$ cat src/rtl/bus_cycle_controller.sv
// bus_cycle_controller: sequences one external memory access over multiplexed
// pins. The address goes out high byte first, then low byte, then comes a DATA
// phase that can be stretched by a fixed wait-state count and by ext_rdy.
// Optional build macro BUS_TIMEOUT_EN: abort a DATA phase stalled too long.
module bus_cycle_controller #(
  parameter int unsigned WAIT_STATES = 0
) (
  input  logic        clk,
  input  logic        rst_n,
  input  logic        req,
  input  logic        req_rw,
  input  logic [15:0] req_addr,
  input  logic [7:0]  req_wdata,
  input  logic        ext_rdy,
  input  logic [7:0]  pin_data_in,
  output logic [7:0]  pin_addr,
  output logic [7:0]  pin_data_out,
  output logic [7:0]  pin_data_oe,
  output logic        busy,
  output logic        ack,
  output logic [7:0]  rdata,
  output logic        err
);

  localparam logic [2:0] S_IDLE    = 3'd0;
  localparam logic [2:0] S_ADDR_HI = 3'd1;
  localparam logic [2:0] S_ADDR_LO = 3'd2;
  localparam logic [2:0] S_DATA    = 3'd3;
  localparam logic [2:0] S_DONE    = 3'd4;

  localparam logic [3:0] WAIT_INIT = 4'(WAIT_STATES);

  logic [2:0]  state;
  logic [2:0]  state_next;
  logic        rw_q;
  logic [15:0] addr_q;
  logic [7:0]  wdata_q;
  logic [3:0]  wait_cnt;
  logic [7:0]  rdata_q;
  logic        accept;
  logic        data_done;

  // A new request is only taken when no access is in flight.
  assign accept    = req && ((state == S_IDLE) || (state == S_DONE));
  // Normal DATA completion: wait states used up and the bus is ready.
  assign data_done = (state == S_DATA) && ext_rdy && (wait_cnt == 4'd0);

`ifdef BUS_TIMEOUT_EN
  logic [7:0] stall_cnt;
  logic       timeout_hit;
  logic       err_q;

  // The counter holds 254 during the 255th consecutive stalled cycle; the
  // edge that would make it 255 is the one that aborts the access.
  assign timeout_hit = (state == S_DATA) && !ext_rdy && (stall_cnt == 8'd254);

  // Count consecutive stalled DATA cycles; cleared on DATA entry and on ready.
  always_ff @(posedge clk or negedge rst_n) begin
    if (!rst_n) begin
      stall_cnt <= '0;
    end else if (state == S_ADDR_LO) begin
      stall_cnt <= '0;
    end else if (state == S_DATA) begin
      if (ext_rdy) begin
        stall_cnt <= '0;
      end else if (stall_cnt != 8'hFF) begin
        stall_cnt <= stall_cnt + 8'd1;
      end
    end
  end

  // Error flag is high only for the DONE cycle that follows an abort.
  always_ff @(posedge clk or negedge rst_n) begin
    if (!rst_n) begin
      err_q <= 1'b0;
    end else begin
      err_q <= timeout_hit;
    end
  end

  assign err = err_q;
`else
  assign err = 1'b0;
`endif

  // Next-state selection for the access sequence.
  always_comb begin
    state_next = state;
    case (state)
      S_IDLE: begin
        if (req) begin
          state_next = S_ADDR_HI;
        end
      end
      S_ADDR_HI: state_next = S_ADDR_LO;
      S_ADDR_LO: state_next = S_DATA;
      S_DATA: begin
        if (data_done) begin
          state_next = S_DONE;
        end
`ifdef BUS_TIMEOUT_EN
        else if (timeout_hit) begin
          state_next = S_DONE;
        end
`endif
      end
      S_DONE: state_next = req ? S_ADDR_HI : S_IDLE;
      default: state_next = S_IDLE;
    endcase
  end

  // State register.
  always_ff @(posedge clk or negedge rst_n) begin
    if (!rst_n) begin
      state <= S_IDLE;
    end else begin
      state <= state_next;
    end
  end

  // Capture the request fields; they stay frozen for the whole access.
  always_ff @(posedge clk or negedge rst_n) begin
    if (!rst_n) begin
      rw_q    <= 1'b0;
      addr_q  <= '0;
      wdata_q <= '0;
    end else if (accept) begin
      rw_q    <= req_rw;
      addr_q  <= req_addr;
      wdata_q <= req_wdata;
    end
  end

  // Wait-state counter: loaded entering DATA, counts down only while ready.
  always_ff @(posedge clk or negedge rst_n) begin
    if (!rst_n) begin
      wait_cnt <= '0;
    end else if (state == S_ADDR_LO) begin
      wait_cnt <= WAIT_INIT;
    end else if ((state == S_DATA) && ext_rdy && (wait_cnt != 4'd0)) begin
      wait_cnt <= wait_cnt - 4'd1;
    end
  end

  // Read result register; only reads update it.
  always_ff @(posedge clk or negedge rst_n) begin
    if (!rst_n) begin
      rdata_q <= '0;
    end else if (data_done && rw_q) begin
      rdata_q <= pin_data_in;
    end
`ifdef BUS_TIMEOUT_EN
    else if (timeout_hit && rw_q) begin
      rdata_q <= 8'hFF;
    end
`endif
  end

  // Pin drive decoded purely from registered state and latched request.
  always_comb begin
    pin_addr     = '0;
    pin_data_out = '0;
    pin_data_oe  = '0;
    case (state)
      S_ADDR_HI: begin
        pin_addr     = addr_q[15:8];
        pin_data_out = {7'b0, rw_q};
        pin_data_oe  = '1;
      end
      S_ADDR_LO, S_DATA: begin
        pin_addr = addr_q[7:0];
        if (!rw_q) begin
          pin_data_out = wdata_q;
          pin_data_oe  = '1;
        end
      end
      default: begin
      end
    endcase
  end

  assign busy  = (state == S_ADDR_HI) || (state == S_ADDR_LO) || (state == S_DATA);
  assign ack   = (state == S_DONE);
  assign rdata = rdata_q;

endmodule

$ cat config.mk
export PLATFORM = sky130hd
export DESIGN_NAME = bus_cycle_controller
export DESIGN_NICKNAME = d
export VERILOG_FILES = /design/src/rtl/bus_cycle_controller.sv
export SDC_FILE = /design/constraint.sdc
export NUM_CORES = 1
export LEC_CHECK = 0
export CORE_MARGIN = 5
export CORE_UTILIZATION = 25
export CTS_CLUSTER_SIZE = 30
export DETAILED_ROUTE_END_ITERATION = 8
export PLACE_DENSITY = 0.52
export SLEW_MARGIN = 25
export SYNTH_ARGS = -nofsm -noshare
export SYNTH_HDL_FRONTEND = slang
export SYNTH_SLANG_ARGS = --single-unit
$ cat constraint.sdc
create_clock -name clk -period 1.9 [get_ports clk]
set_input_delay 0.285 -clock clk [delete_from_list [all_inputs] [get_ports clk]]
set_output_delay 0.285 -clock clk [all_outputs]
set_load 0.005 [all_outputs]
* Word-level counts from Yosys, hierarchy flattened
Index checks and enable logic that the tools add are counted.
** Storage, ports and cells
- Register bits after elaboration :: 40
- Bits in latches :: 0
- Bits in writable memories :: 0
- Bits in read-only memories :: 0
- Input bits :: 37
- Output and inout bits :: 35
- Memories kept :: 0
** Operators by class
- Add/subtract/negate cells :: 1
- Multiply operators :: 0
- Divide/modulo/power cells :: 0
- Order comparisons :: 0
- Equality and inequality tests :: 6
- Shift operators :: 0
- Multiplexer cells :: 11
- Bitwise logic cells :: 0
- Reduce and logical (&&, ||, !) cells :: 14
** Operators by type and width (number)
- 8-bit case mux with 2 select lines :: 3
- 8-bit 2-to-1 mux :: 2
- 3-bit case mux with 5 select lines :: 1
- 4-bit 2-to-1 mux :: 2
- 3-bit by 2-bit == test with 1-bit output, second input constant :: 2
- 3-bit 2-to-1 mux :: 2
- 1-bit logical AND :: 5
- 4-bit zero test :: 1
- 2-bit != test, second input constant :: 2
- 4-bit nonzero test :: 1
- 4-bit by 1-bit subtractor with 4-bit output, second input constant :: 1
- 3-bit by 1-bit == test with 1-bit output, second input constant :: 1
- 3-bit == test, second input constant :: 1
- 3-bit zero test :: 1
- 1-bit logical OR :: 3
- 2-bit AND reduction :: 1
- 2-bit nonzero test :: 1
- 2-bit OR reduction :: 1
- 1-bit 2-to-1 mux :: 1

* Depth between registers and ports, before layout
Gate-level depths: netlist of the first run.
- Word-level depth :: 5
- Mapped depth :: 5

* Least setup slack after synthesis of the first run
Ideal clock, no wire load.
- Path kind :: flip-flop to output port
- Start point :: register state[1]
- End point :: output pin_data_oe[1]
- Data arrival time :: 1481 ps
- Slack :: 134 ps
- Cell stages (with the launch flop) :: 4
- Buffers on the path :: 2
- Cell sequence :: dfrtp_1 -> clkbuf_1 -> a211oi_1 -> buf_4
** On the way
- Cells in the longest elaborated chain, start to end :: 3
- Elaborated cells between the ends (all ways) :: 5
- Classes of those cells :: eq/ne (3); mux (1); reduce/logical (1)
** Ends and longest elaborated chain
- start, declared :: line 33 : logic [2:0] state;
- start signal, assigned :: line 117 : state <= state_next;
- 3-bit by 2-bit == test with 1-bit output :: line 164 : case (state)
- 2-bit OR reduction :: line 164
- 8-bit case mux with 2 select lines (*) :: line 164
- end, declared :: line 18 : output logic [7:0] pin_data_oe,
Every way passes the cells marked *; elsewhere a longest branch is shown, timed or not.

* Worst setup path in the final report of the first run
- Start point :: register state[1]
- End point :: output pin_addr[6]
** On the way
- Cells in the longest elaborated chain, start to end :: 3
- Elaborated cells between the ends (all ways) :: 5
- Classes of those cells :: eq/ne (3); mux (1); reduce/logical (1)
** Ends and longest elaborated chain
- 3-bit by 2-bit == test with 1-bit output :: line 164
- 2-bit OR reduction :: line 164
- 8-bit case mux with 2 select lines (*) :: line 164
- end, declared :: line 16 : output logic [7:0] pin_addr,
Marked as above.

==> summary.txt, run 1 <==
Logic synthesis
  – Top FF cell, synth: dfrtp_1
  – Netlist area before placement: 1981 sq um
  – Fraction of registers with async set or reset after synthesis: 1.000
  – Distinct cells, synth: 32
  – Top cells by count, synth: dfrtp_1 (40), mux2_4 (19), mux2_2 (15)
  – Post-synth top area cell: dfrtp_1
  – Register area share after synthesis: 0.5054
  – Most common cell in the netlist: dfrtp_1
  – Top-area cell type share of the netlist area: 0.5054
  – Avg Inst Size Synth: 12.95 sq um
  – Yosys warnings: 0
  – Ranking of synthesized cells by area: dfrtp_1 (51%), mux2_4 (14%), mux2_2 (8.5%), and2_1 (3.2%), buf_4 (3.0%)
  – Synth Instances: 153
  – Post-synth EDFFs: 0
  – Seq cells post-synth: 40
  – Synth Net Count: 191

Detailed routing
  – Post-route ant nets: 0
  – DRC viols: 0
  – Via count: 1477
  – Drt total wl: 4794 microns
  – Drt first pass iters: 6
  – Vias/cell: 4.208
  – DRT iter0 DRCs: 40
  – Drt wl/cell: 13.66 microns

Cells and area
  – Layout cell share with drive strength beyond 1: 0.3775
  – Fill count: 757
  – Area delta synth->final: 55.21%
  – Post-route cell area: 3074 sq um
  – Diodes inserted: 0
  – Final core occ: 0.3978
  – Final std cells w/o fill: 351
  – Layout net count: 286

GRT
  – GRT Residual Overflow: 0
  – Initial antenna violation count: 0
  – Vias in the first global route: 1515
  – First-pass GRT wire length: 7631 microns
  – Largest net degree at the start of global routing: 41
  – Gr usage total: 0.09670

Power
  – Comb pwr share: 0.540
  – Pwr dens: 1559 nW/um^2
  – Share of power burned in registers: 0.317
  – Clock network fraction of design power: 0.143
  – VDD IR max: 0.4809 mV
  – Switch Pwr: 1.466 mW
  – Sw frac: 0.3058
  – Tot Pwr: 4.793 mW
  – Leak: 1.393 nW
  – Int Pwr: 3.327 mW

Setup path
  – Crit Reg-Reg Startpoint: state[2]
  – Crit. Startpoint: state[1]
  – CP Capture Type: output port
  – CP arrival: 1.55 ns
  – CP max FO: 6
  – Worst setup SP type: flip-flop
  – Crit path kind: reg -> out
  – Worst EP required: 1.62 ns

Hold path
  – Worst hold path class: in -> async

Timing
  – PnR worst setup slack: 0.06338 ns
  – Worst-Margin Slew: 0.5354 ns
  – Final min period: 1.837 ns
  – Setup_tns: 0 ns
  – Max frequency: 0.5445 GHz
  – Worst Clk Skew: 0.004682 ns
  – Max_slew headroom: 0.6431
  – Hold Vio Cnt, Final: 0
  – RSZ-0062 raised after global routing: yes
  – Fin crit share: 0.9666
  – Final setup violation count: 0
  – Final Max Tran Viols: 0
  – Fin Hold WS: 0.05989 ns

Clock tree
  – Clk_lat worst skew: 0.29 ns
  – H-tree levels: 2
  – Longest Clk Path Bufs: 2
  – Hold-fix buffers, CTS: 0
  – CTS sink cnt: 40
  – TritonCTS clock tree: yes
  – Root Buffer Master: clkbuf_8
  – Clock Pin Slew Worst Setup and Hold Paths: 0.08 ns
  – CTS Buf Count: 5

Placed design
  – Number of port buffers: 70
  – Placed cells: 326
  – RePlAce Congestion: 0.6797
  – Detailed Place HPWL: 3470 microns
  – Pre-CTS WS: 0.1018 ns
  – Instance area at placement: 2825 sq um

Floorplanning
  – Die area: 9803 sq um
  – Core box area: 7727 sq um
  – DIE HEIGHT: 99.01 microns
  – I/O pins: 72
  – Starting Density: 0.2563
  – Floorplan row count: 32
  – Die W: 99.01 microns

Run status
  – Status: finished, final reports clean

Run
  – MaxCap Viol Count: 0
[power groups by stage]
stage	sequential (mW)	clock, mW	combinational, mW
floorplan	1.48	0	1.35
global placement	1.53	0	2.45
detailed placement	1.54	0	2.47
CTS	1.54	0.705	2.48
global route	1.57	0.738	2.84
finish	1.52	0.685	2.59
[placed cells by master (no fill, tap or decap), types with 4 or more instances in the layout]
master	n
nand2_1	7
buf_4	30
clkdlybuf4s50_1	43
nand3b_1	4
dlygate4sd2_1	17
and2_1	9
clkbuf_8	5
mux2_2	15
dfrtp_1	37
a22oi_1	4
mux2_4	19
clkbuf_2	4
nor2_1	7
[flip-flops by register name (all words and copies together), names as in the netlist]
signal and cells:
addr_q 16, wdata_q 8, rw_q 1, rdata 8, wait_cnt 4, state 3
[worst paths after layout]
kind / to / slack (ns) / cells after the start
setup / recovery: pin_addr[6] / 0.06 / 5
hold / removal: wdata_q[3] / 0.06 / 2
setup reg to reg: wait_cnt[2] / 0.08 / 11
hold reg to reg: wdata_q[5] / 0.50 / 1
max in group asynchronous: state[0] / 1.44 / 2
min in group clk: wdata_q[5] / 0.50 / 1
[layout make-up]
class / instances / area, sq um / share of cell area
multi-input cells: 97 / 910.9 / 0.2963
clock buffers: 6 / 72.57 / 0.02361
repair buffers: 102 / 915.9 / 0.2979
well taps: 102 / 127.6 / 0.04151
inverters: 2 / 7.507 / 0.002442
flip-flops and latches: 40 / 1005 / 0.3268
clock inverters: 2 / 35.03 / 0.01140
[worst max-delay path, stage by stage, from the launching register on]
cell	delay, ns
dfrtp_2	0.46
buf_4	0.17
buf_4	0.15
a22oi_1	0.16
nor2_1	0.06
dlygate4sd2_1	0.26
[cell families (layout without fill, tap and decap cells)]
logic type,count (synthesis),after routing,synth area share
AOI/OAI and AO/OA,16,16,0.05749
adders and majority gates,1,1,0.006316
buffers and inverters,16,112,0.05686
DFF,40,40,0.5054
muxes,34,34,0.2293
other,1,1,0.001893
and+or+nand+nor,45,45,0.1428
[metal layers]
layer,share of wire,vias up,GRT usage
li1,-,724,-
met4,0.0050,0,0.02521
met3,0.052,2,0.02831
met1,0.48,708,0.1311
met2,0.47,43,0.1508
met5,0,-,0
[what timing repair did]
action	CTS	global route
setup buffers	11	7
pin swaps	2	5
setup endpoints to repair	25	7
resized for setup	32	19
Note: power is estimated with default switching activity, not from simulation.
==> run 2, diff against run 1 <==
Settings changed: MAX_ROUTING_LAYER from default to met4.
==> run 2 against run 1 <==
Fmax decreased by 0.18%. Critical path depth rose by 1. Routed wire length unchanged. Cell count did not move. Flip-flop and latch count unchanged. Critical path type unchanged. Critical endpoint unchanged. Highest routed layer unchanged.
==> summary.txt, run 2 (synthesis gave the netlist of run 1 again) <==
Timing
  – Worst Clk Skew: 0.004355 ns (was 0.004682 ns)
  – Fin crit share: 0.9684 (was 0.9666)
  – Worst-Margin Slew: 0.5351 ns (was 0.5354 ns)
  – Max frequency: 0.5435 GHz (was 0.5445 GHz)
  – Max_slew headroom: 0.6433 (was 0.6431)
  – Hold Vio Cnt, Final: 0 (unchanged)
  – RSZ-0062 raised after global routing: yes (unchanged)
  – Final setup violation count: 0 (unchanged)
  – Final min period: 1.840 ns (was 1.837 ns)
  – Final Max Tran Viols: 0 (unchanged)

GRT
  – Vias in the first global route: 1516 (was 1515)
  – Initial antenna violation count: 0 (unchanged)
  – First-pass GRT wire length: 7631 microns (unchanged)
  – Largest net degree at the start of global routing: 41 (unchanged)
  – GRT Residual Overflow: 0 (unchanged)
  – Gr usage total: 0.09956 (was 0.09670)

Floorplanning
  – Starting Density: 0.2563 (unchanged)
  – DIE HEIGHT: 99.01 microns (unchanged)
  – Floorplan row count: 32 (unchanged)
  – Die area: 9803 sq um (unchanged)
  – Die W: 99.01 microns (unchanged)
  – I/O pins: 72 (unchanged)
  – Core box area: 7727 sq um (unchanged)

Cells and area
  – Most frequent cells in the layout: clkdlybuf4s50_1 (43), dfrtp_1 (37), buf_4 (30) (unchanged)
  – Diodes inserted: 0 (unchanged)
  – Reg with most FFs: addr_q (unchanged)
  – Fill count: 757 (unchanged)
  – Area delta synth->final: 55.21% (unchanged)
  – Layout net count: 286 (unchanged)
  – Final std cells w/o fill: 351 (unchanged)
  – Final core occ: 0.3978 (unchanged)
  – Max reg flops: 16 (unchanged)
  – Layout cell share with drive strength beyond 1: 0.3775 (unchanged)
  – Most common cell after layout, fill and taps aside: clkdlybuf4s50_1 (unchanged)

Setup path
  – CP max FO: 5 (was 6)
  – Crit Reg-Reg Startpoint: state[2] (unchanged)
  – Crit path kind: reg -> out (unchanged)
  – Reg2Reg Setup Slack: 0.08 ns (about the same)
  – CP arrival: 1.55 ns (about the same)
  – Worst R2R End: wait_cnt[2] (unchanged)
  – CP Capture Point: pin_addr[6] (unchanged)
  – CP Capture Type: output port (unchanged)
  – R2R depth: 11 (unchanged)
  – Worst EP required: 1.62 ns (about the same)
  – Worst setup SP type: flip-flop (unchanged)
  – Crit. Startpoint: state[1] (unchanged)

Power
  – VDD IR max: 0.4806 mV (was 0.4809 mV)
  – Leak: 1.393 nW (unchanged)
  – Pwr dens: 1560 nW/um^2 (was 1559 nW/um^2)

Detailed routing
  – Vias/cell: 4.208 (unchanged)
  – DRT iter0 DRCs: 49 (was 40)
  – Drt wl/cell: 13.66 microns (unchanged)
  – Drt first pass iters: 6 (unchanged)
  – Post-route ant nets: 0 (unchanged)
  – DRC viols: 0 (unchanged)
  – Drt total wl: 4794 microns (unchanged)
  – Via count: 1477 (unchanged)

Run status
  – Status: finished, final reports clean (unchanged)

Hold path
  – Worst hold path class: in -> async (unchanged)

Clock tree
  – CTS sink cnt: 40 (unchanged)
  – H-tree levels: 2 (unchanged)
  – Clk_lat worst skew: 0.29 ns (about the same)
  – Hold-fix buffers, CTS: 0 (unchanged)
  – Clock Pin Slew Worst Setup and Hold Paths: 0.08 ns (about the same)
  – Longest Clk Path Bufs: 2 (unchanged)
  – CTS Buf Count: 5 (unchanged)
  – TritonCTS clock tree: yes (unchanged)
  – Root Buffer Master: clkbuf_8 (unchanged)

Placed design
  – Detailed Place HPWL: 3470 microns (unchanged)
  – RePlAce Congestion: 0.6866 (was 0.6797)
  – Placed cells: 326 (unchanged)
  – Number of port buffers: 70 (unchanged)

Run
  – MaxCap Viol Count: 0 (unchanged)
## run 2: cell counts in the layout (fill, tap and decap cells not counted)
Identical to the previous run, type by type.
## run 2: area by class of cell
type	instances	area (sq um)	share of cell area
Timing Repair Buffer	102	915.9	0.2979
Inverter	2	7.507	0.002442
Clock buffer	6	72.57	0.02361
Sequential cell	40	1005	0.3268
Tap cell	102	127.6	0.04151
Multi-Input combinational cell	97	910.9	0.2963
Clock inverter	2	35.03	0.01140
## run 2: stage by stage
| stage | worst slack [ns] | setup TNS, ns | cell area, sq um | power [mW] | hold WS [ns] |
|---|---|---|---|---|---|
| after floorplan | 0.1344 | 0 | 1981 | 2.825 | -0.01059 |
| after global placement | 0.1047 | 0 | 2825 | 3.989 | 0.3928 |
| after detailed placement | 0.1018 | 0 | 2825 | 4.014 | 0.3789 |
| after CTS | -0.1024 | -0.1187 | 3012 | 4.717 | 0.07173 |
| after global routing | -0.03080 | -0.05026 | 3074 | 5.149 | 0.09704 |
| final | 0.06002 | 0 | 3074 | 4.794 | 0.06034 |
## run 2: metal layers
layer	GRT usage	vias to the layer above	part of all wire
met4	0.02521	0	0.010
met1	0.1342	708	0.48
met2	0.1508	41	0.46
met3	0.02335	4	0.044
li1	-	724	-
met5	-	-	0
## run 2: worst min path at each step
stage | start | endpoint | slack [ns] | depth (start not counted)
after floorplan | rst_n | addr_q[0] | -0.01 | 0
after global placement | rst_n | wdata_q[3] | 0.39 | 2
after detailed placement | rst_n | wdata_q[4] | 0.38 | 2
after CTS | rst_n | wdata_q[4] | 0.07 | 2
after global routing | rst_n | wdata_q[3] | 0.1 | 2
final | rst_n | wdata_q[3] | 0.06 | 2
## run 2: power by group
part	internal, mW	total [mW]	switching (mW)
combinational	1.67	2.59	0.916
clock	0.390	0.684	0.294
sequential	1.26	1.52	0.257
total	3.33	4.79	1.47
## run 2: what timing repair did
action                     CTS  global route
buffers inserted            11             7
setup endpoints to repair   25             7
pin swaps                    2             5
gates resized for setup     32            19
## run 2: worst max-delay path, stage by stage (launching register included)
cell	delay, ns
dfrtp_2	0.46
buf_4	0.17
nor2b_4	0.11
buf_4	0.12
a22oi_1	0.06
nor2_1	0.11
dlygate4sd2_1	0.25
